--- src/rtl/rggen_apb_bridge.sv ---
// Local command to APB initiator bridge: one local command becomes one APB transfer.
// Optional ACCESS-phase timeout is built when RGGEN_APB_BRIDGE_TIMEOUT_EN is defined.
module rggen_apb_bridge #(
  parameter int DATA_WIDTH          = 32,
  parameter int LOCAL_ADDRESS_WIDTH = 16,
  parameter int HOST_ADDRESS_WIDTH  = 16,
  parameter int TIMEOUT_CYCLES      = 256
) (
  input  logic                           clk,
  input  logic                           rst_n,
  input  logic                           i_command_valid,
  input  logic                           i_write,
  input  logic [LOCAL_ADDRESS_WIDTH-1:0] i_address,
  input  logic [DATA_WIDTH/8-1:0]        i_strobe,
  input  logic [DATA_WIDTH-1:0]          i_write_data,
  output logic                           o_response_ready,
  output logic [DATA_WIDTH-1:0]          o_read_data,
  output logic [1:0]                     o_status,
  output logic                           o_psel,
  output logic                           o_penable,
  output logic                           o_pwrite,
  output logic [HOST_ADDRESS_WIDTH-1:0]  o_paddr,
  output logic [2:0]                     o_pprot,
  output logic [DATA_WIDTH-1:0]          o_pwdata,
  output logic [DATA_WIDTH/8-1:0]        o_pstrb,
  input  logic                           i_pready,
  input  logic [DATA_WIDTH-1:0]          i_prdata,
  input  logic                           i_pslverr
);

  localparam int STRB_WIDTH = DATA_WIDTH / 8;

  localparam logic [1:0] IDLE    = 2'd0;
  localparam logic [1:0] SETUP   = 2'd1;
  localparam logic [1:0] ACCESS  = 2'd2;
  localparam logic [1:0] RESPOND = 2'd3;

  logic [1:0]                    r_state;
  logic                          r_psel;
  logic                          r_penable;
  logic                          r_pwrite;
  logic [HOST_ADDRESS_WIDTH-1:0] r_paddr;
  logic [DATA_WIDTH-1:0]         r_pwdata;
  logic [STRB_WIDTH-1:0]         r_pstrb;
  logic                          r_response_ready;
  logic [DATA_WIDTH-1:0]         r_read_data;
  logic [1:0]                    r_status;

  logic [HOST_ADDRESS_WIDTH-1:0] w_paddr;
  logic                          w_timeout;

  assign w_paddr = HOST_ADDRESS_WIDTH'(i_address);

`ifdef RGGEN_APB_BRIDGE_TIMEOUT_EN
  localparam int COUNT_WIDTH = (TIMEOUT_CYCLES > 1) ? $clog2(TIMEOUT_CYCLES + 1) : 1;

  logic [COUNT_WIDTH-1:0] r_count;

  always_ff @(posedge clk or negedge rst_n) begin
    if (!rst_n) begin
      r_count <= '0;
    end else if (r_state == SETUP) begin
      r_count <= '0;
    end else if ((r_state == ACCESS) && !i_pready) begin
      r_count <= r_count + 1'b1;
    end
  end

  // Fires on the last allowed wait cycle so the abort lands after TIMEOUT_CYCLES ACCESS cycles.
  assign w_timeout = (r_state == ACCESS) && !i_pready &&
                     (r_count == COUNT_WIDTH'(TIMEOUT_CYCLES - 1));
`else
  logic w_timeout_unused;

  assign w_timeout_unused = (TIMEOUT_CYCLES == 0);
  assign w_timeout        = 1'b0;
`endif

  always_ff @(posedge clk or negedge rst_n) begin
    if (!rst_n) begin
      r_state          <= IDLE;
      r_psel           <= 1'b0;
      r_penable        <= 1'b0;
      r_pwrite         <= 1'b0;
      r_paddr          <= '0;
      r_pwdata         <= '0;
      r_pstrb          <= '0;
      r_response_ready <= 1'b0;
      r_read_data      <= '0;
      r_status         <= 2'b00;
    end else begin
      case (r_state)
        IDLE: begin
          if (i_command_valid) begin
            r_state  <= SETUP;
            r_psel   <= 1'b1;
            r_pwrite <= i_write;
            r_paddr  <= w_paddr;
            r_pwdata <= i_write ? i_write_data : '0;
            r_pstrb  <= i_write ? i_strobe : '0;
          end
        end
        SETUP: begin
          r_state   <= ACCESS;
          r_penable <= 1'b1;
        end
        ACCESS: begin
          if (i_pready) begin
            r_state          <= RESPOND;
            r_psel           <= 1'b0;
            r_penable        <= 1'b0;
            r_response_ready <= 1'b1;
            r_read_data      <= r_pwrite ? '0 : i_prdata;
            r_status         <= {1'b0, i_pslverr};
          end else if (w_timeout) begin
            r_state          <= RESPOND;
            r_psel           <= 1'b0;
            r_penable        <= 1'b0;
            r_response_ready <= 1'b1;
            r_read_data      <= '0;
            r_status         <= 2'b11;
          end
        end
        default: begin
          r_state          <= IDLE;
          r_response_ready <= 1'b0;
        end
      endcase
    end
  end

  assign o_psel           = r_psel;
  assign o_penable        = r_penable;
  assign o_pwrite         = r_pwrite;
  assign o_paddr          = r_paddr;
  assign o_pprot          = 3'b000;
  assign o_pwdata         = r_pwdata;
  assign o_pstrb          = r_pstrb;
  assign o_response_ready = r_response_ready;
  assign o_read_data      = r_read_data;
  assign o_status         = r_status;

endmodule

--- config.mk ---
export PLATFORM = sky130hd
export DESIGN_NAME = rggen_apb_bridge
export DESIGN_NICKNAME = d
export VERILOG_FILES = /design/src/rtl/rggen_apb_bridge.sv
export SDC_FILE = /design/constraint.sdc
export NUM_CORES = 1
export LEC_CHECK = 0
export CAP_MARGIN = 10
export CORE_MARGIN = 5
export CORE_UTILIZATION = 24
export DETAILED_ROUTE_END_ITERATION = 10
export PLACE_DENSITY_LB_ADDON = 0.05
export SLEW_MARGIN = 0
export SYNTH_ARGS = -nofsm -noshare
export SYNTH_HDL_FRONTEND = slang
export SYNTH_SLANG_ARGS = --single-unit
--- constraint.sdc ---
create_clock -name clk -period 3 [get_ports clk]
set_input_delay 0.3 -clock clk [delete_from_list [all_inputs] [get_ports clk]]
set_output_delay 0.3 -clock clk [all_outputs]
set_load 0.05 [all_outputs]
# After elaboration in Yosys (flattened, before gate mapping)
# Cells that the tools add are included.
[totals]
reg_bits = 91
output_inout_bits = 93
[op_classes]
eq_ne = 4
n_mux = 12
n_bitwise = 1
n_reduce_logical = 10
[ops]
columns = ["operator", "n"]
rows = [
  ["32-bit 2-to-1 mux", 2],
  ["2-bit AND reduction", 5],
  ["1-bit case mux with 2 select lines", 3],
  ["2-bit case mux with 3 select lines", 1],
  ["2-bit 2-to-1 mux", 2],
  ["4-bit 2-to-1 mux", 1],
  ["2-bit != test (second input constant)", 2],
  ["2-bit nonzero test", 2],
  ["1-bit 2-to-1 mux", 3],
  ["3-bit AND reduction", 1],
  ["2-bit by 1-bit == test with 1-bit output (second input constant)", 1],
  ["2-bit == test (second input constant)", 1],
  ["2-bit logical NOT", 1],
  ["2-bit OR reduction", 1],
  ["1-bit inverter", 1],
]

# Depth between registers and ports, before layout
[logic_depth]
ltp_word = 4
ltp_mapped = 7
mapped_depth_nobuf = 5

# Least setup slack after synthesis
# No wires, ideal clock.
[synth_timing]
path_type = "flip-flop to flip-flop"
start = "reg r_state[0]"
end = "reg r_paddr[10], in the netlist o_paddr[10]"
setup_ps = 128
arrival_time_ps = 1297
required_ps = 2872
slack_ps = 1576
stages_incl_launch_ff = 6
n_path_buf = 1
synth_period_minus_slack_ps = 1424
cell_sequence = "dfrtp_1 -> inv_1 -> ha_1 -> nand2_2 -> buf_2 -> mux2_1"
[synth_via]
elab_chain_cells = 2
[synth_rtl]
columns = ["item", "line", "text"]
rows = [
  ["start, declared", "38", "logic [1:0] r_state;"],
  ["start signal, assigned", "81", "r_state <= IDLE;"],
  ["start signal, assigned", "95", "r_state <= SETUP;"],
  ["start signal, assigned", "104", "r_state <= ACCESS;"],
  ["2-bit logical NOT", "92", "case (r_state)"],
  ["2-bit AND reduction (no line)", "n/a", ""],
  ["end signal, assigned", "98", "r_paddr <= w_paddr;"],
  ["end, declared", "42", "logic [HOST_ADDRESS_WIDTH-1:0] r_paddr;"],
]
# Every way passes these cells.
# A chain may end at the register's enable or synchronous reset.

# Worst setup path in the final report
[layout_timing]
start = "reg r_state[1]"
end = "reg r_pwrite, in the netlist o_pwrite"
[layout_via]
elab_chain_cells = 2
[layout_rtl]
columns = ["item", "line", "text"]
rows = [
  ["2-bit logical NOT", "92", ""],
  ["2-bit AND reduction (no line)", "n/a", ""],
  ["end signal, assigned", "97", "r_pwrite <= i_write;"],
  ["end, declared", "41", "logic r_pwrite;"],
]
# Every way passes these cells.

==> impl_metrics.csv <==
group,metric,value,unit
run_status,outcome,"complete, no violations",
timing,rsz0062_at_grt,"false",
drt,first_pass_iters,4,
critical_path,reg2reg_depth,4,
grt,grt_pass1_wl,17.03,mm
yosys,async_flop_share,100.0,%
grt,grt_max_degree,90,
critical_path,timing.rr.start,"r_state[1]$_DFFE_PN0P_",
clock_tree,tritoncts,"done",
timing,max_slew_margin,37.79,%
timing,fin_tns_setup,0,ns
timing,timing.final.ws_setup,1.020,ns
placed_design,hpwl,7.773,mm
clock_tree,ctsLongestPathBuffers,2,
critical_path,required,3.22,ns
critical_path,critPathKind,"flip-flop to flip-flop",
yosys,synth-seq-cells,91,
critical_path,critPathMaxFanout,89,
final_layout,drive_above_1_share,5.370,%
clock_tree,path_clk_slew,0.06,ns
final_layout,multi_input_area,1369,sq um
floorplan,die-area,18400,sq um
yosys,synth_ff_type,"dfrtp_1",
critical_path,end_kind,"flip-flop",
timing,hold_viol,0,
timing,finalCritPeriodShare,65.99,%
final_layout,fill_cells,1555,
timing,hold_slack,0.4800,ns
floorplan,fp.coreArea,15710,sq um
placed_design,gp_congestion,0.7214,
critical_path,start_kind,"flip-flop",
grt,first_global_vias,3078,
power,fin_total_pwr,7.337,mW
yosys,synth-edff-count,0,
final_layout,ff_latch_area,2277,sq um
floorplan,die_w,135.6,um
yosys,synth_top_area_share,60.11,%
yosys,ys_seq_area_share,60.11,%
drt,vias,2994,
critical_path,regToRegSetupSlack,1.02,ns
clock_tree,cts_setup_buffers,0,
floorplan,io_pins,183,
final_layout,syn_to_final_growth,60.90,%
timing,drv_slew,0,
critical_path,crit_end,"o_pwrite$_DFFE_PN0P_",
timing,min_period,1.980,ns
power,p_leak,2.603,nW
yosys,syn-instance-count,365,
clock_tree,root_buffer,"clkbuf_16",
critical_path,r2r-end,"o_pwrite$_DFFE_PN0P_",
yosys,synth_top_cell_by_area,"dfrtp_1",
yosys,yosysUniqueCellTypes,23,
drt,post_drt_via_cell_ratio,3.960,
yosys,yosys-top-cells-area,"dfrtp_1, nand2_1, o21ai_1, nand2b_1, mux2_1",
floorplan,die_h,135.6,um
clock_tree,htree_levels,3,
drt,final_antenna_net_count,0,
final_layout,nets,631,
clock_tree,cts_hold_buf,1,
run,drv_cap,0,
timing,report.final.setup_viol,0,
critical_path,arrival,2.20,ns
placed_design,dp_cells,739,
yosys,avgSynthCellArea,10.38,sq um
yosys,synth_warnings,0,
drt,wl,10.90,mm
clock_tree,worstSkewPairLatency,0.34,ns
drt,drtIter0Drc,119,
grt,antenna_found_initial,0,
placed_design,io_buffers,178,
final_layout,antenna_cells,0,
critical_path,crit_path_start,"r_state[1]$_DFFE_PN0P_",
drt,wl_per_cell,14.42,um
power,max-vdd-ir-drop,0.6387,mV
yosys,synth_area,3789,sq um
grt,overflow,0,
final_layout,instances_no_fill,756,
clock_tree,cts.sinks,91,
clock_tree,cts_resized,0,
hold_path,min_path_type,"flip-flop to flip-flop",
drt,drc_errors,0,
floorplan,start_util,24.11,%
placed_design,dp_slack,0.9388,ns
power,p_per_area,1204,nW/um^2
timing,fmaxAchievable,505.2,MHz
floorplan,core.rowCount,46,
timing,tightestPinTransition,0.9331,ns
grt,track_usage,12.00,%
timing,fin_skew,0.004550,ns
clock_tree,cts_buffers,9,
[state kept, by name, indices dropped and copies added (netlist names)]
name	count
o_read_data	32
o_paddr	16
o_response_ready	1
o_psel	1
o_pstrb	4
o_pwrite	1
r_state	2
o_pwdata	32
o_status	1
o_penable	1
[critical path, stage by stage, from the launching register on]
cell     delay [ns]
dfrtp_1        0.42
inv_1          0.10
ha_1           0.23
nand2_4        0.66
mux2_1         0.38
[power by group]
part	internal, mW	total, mW	switching, mW
combinational	1.40	4.07	2.67
clock	0.772	1.25	0.479
sequential	1.74	2.01	0.268
[cell usage after synthesis (all sizes together), types with 2 or more instances]
cell type  instances
and2b              2
buf               23
clkbuf             4
dfrtp             91
ha                 6
inv                2
mux2              20
mux2i              3
nand2            107
nand2b            32
o21ai             70
[how the worst min path moves through the flow]
| stage | cells after the start | to | start | slack (ns) |
|---|---|---|---|---|
| 6_report | 2 | o_penable$_DFFE_PN0P_ | o_penable$_DFFE_PN0P_ | 0.48 |
| 5_1_grt | 3 | o_pwdata[26]$_DFFE_PN0P_ | i_write_data[26] | 0.48 |
| 4_1_cts | 3 | o_pwdata[4]$_DFFE_PN0P_ | i_write_data[4] | 0.47 |
| 3_5_place_dp | 1 | o_read_data[19]$_DFFE_PN0P_ | rst_n | 0.36 |
| 3_3_place_gp | 1 | o_read_data[19]$_DFFE_PN0P_ | rst_n | 0.37 |
| 2_1_floorplan | 0 | o_paddr[0]$_DFFE_PN0P_ | rst_n | 0.004 |
[cell usage in the layout (no fill, tap or decap), types with 2 or more instances in the layout]
cell type        count
nand2b_1            32
ha_1                 6
inv_1                2
clkbuf_8             2
buf_12               2
clkbuf_16            9
dfrtp_1             91
buf_4                3
mux2_1              17
clkinv_2             3
conb_1               4
bufinv_16            2
mux2i_1              3
nand2_1            105
clkdlybuf4s50_1    177
o21ai_1             69
mux2_4               3
[stage by stage]
stage | area, sq um | util, %
after floorplan | 3800 | -
after global placement | 5758 | 36.65
after detailed placement | 5758 | 36.65
after CTS | 6096 | 38.80
after global routing | 6096 | 38.80
final | 6096 | 38.80
[routing by layer]
layer / up-vias / track usage, % / wire [um]
li1: 1518 / - / -
met2: 113 / 17.95 / 4856
met1: 1351 / 14.63 / 4616
met3: 12 / 6.724 / 1279
met5: - / 0 / 0
met4: 0 / 4.031 / 150
[cell type report]
cell class,count,area share (%)
repair buffers,183,30.25
clock buffers,11,4.146
multi-input cells,248,22.45
flip-flops and latches,91,37.36
inverters,2,0.1232
well taps,216,4.433
clock inverters,5,1.232
[logic make-up after synthesis]
kind of cell	Yosys count	share of synthesized area, %
AOI/OAI and AO/OA	72	9.676
adders and majority gates	6	1.981
buffers and inverters	29	4.260
DFF	91	60.11
muxes	23	7.034
other	1	0.09898
and+or+nand+nor	143	16.84
(Power assumes the default switching activity.)
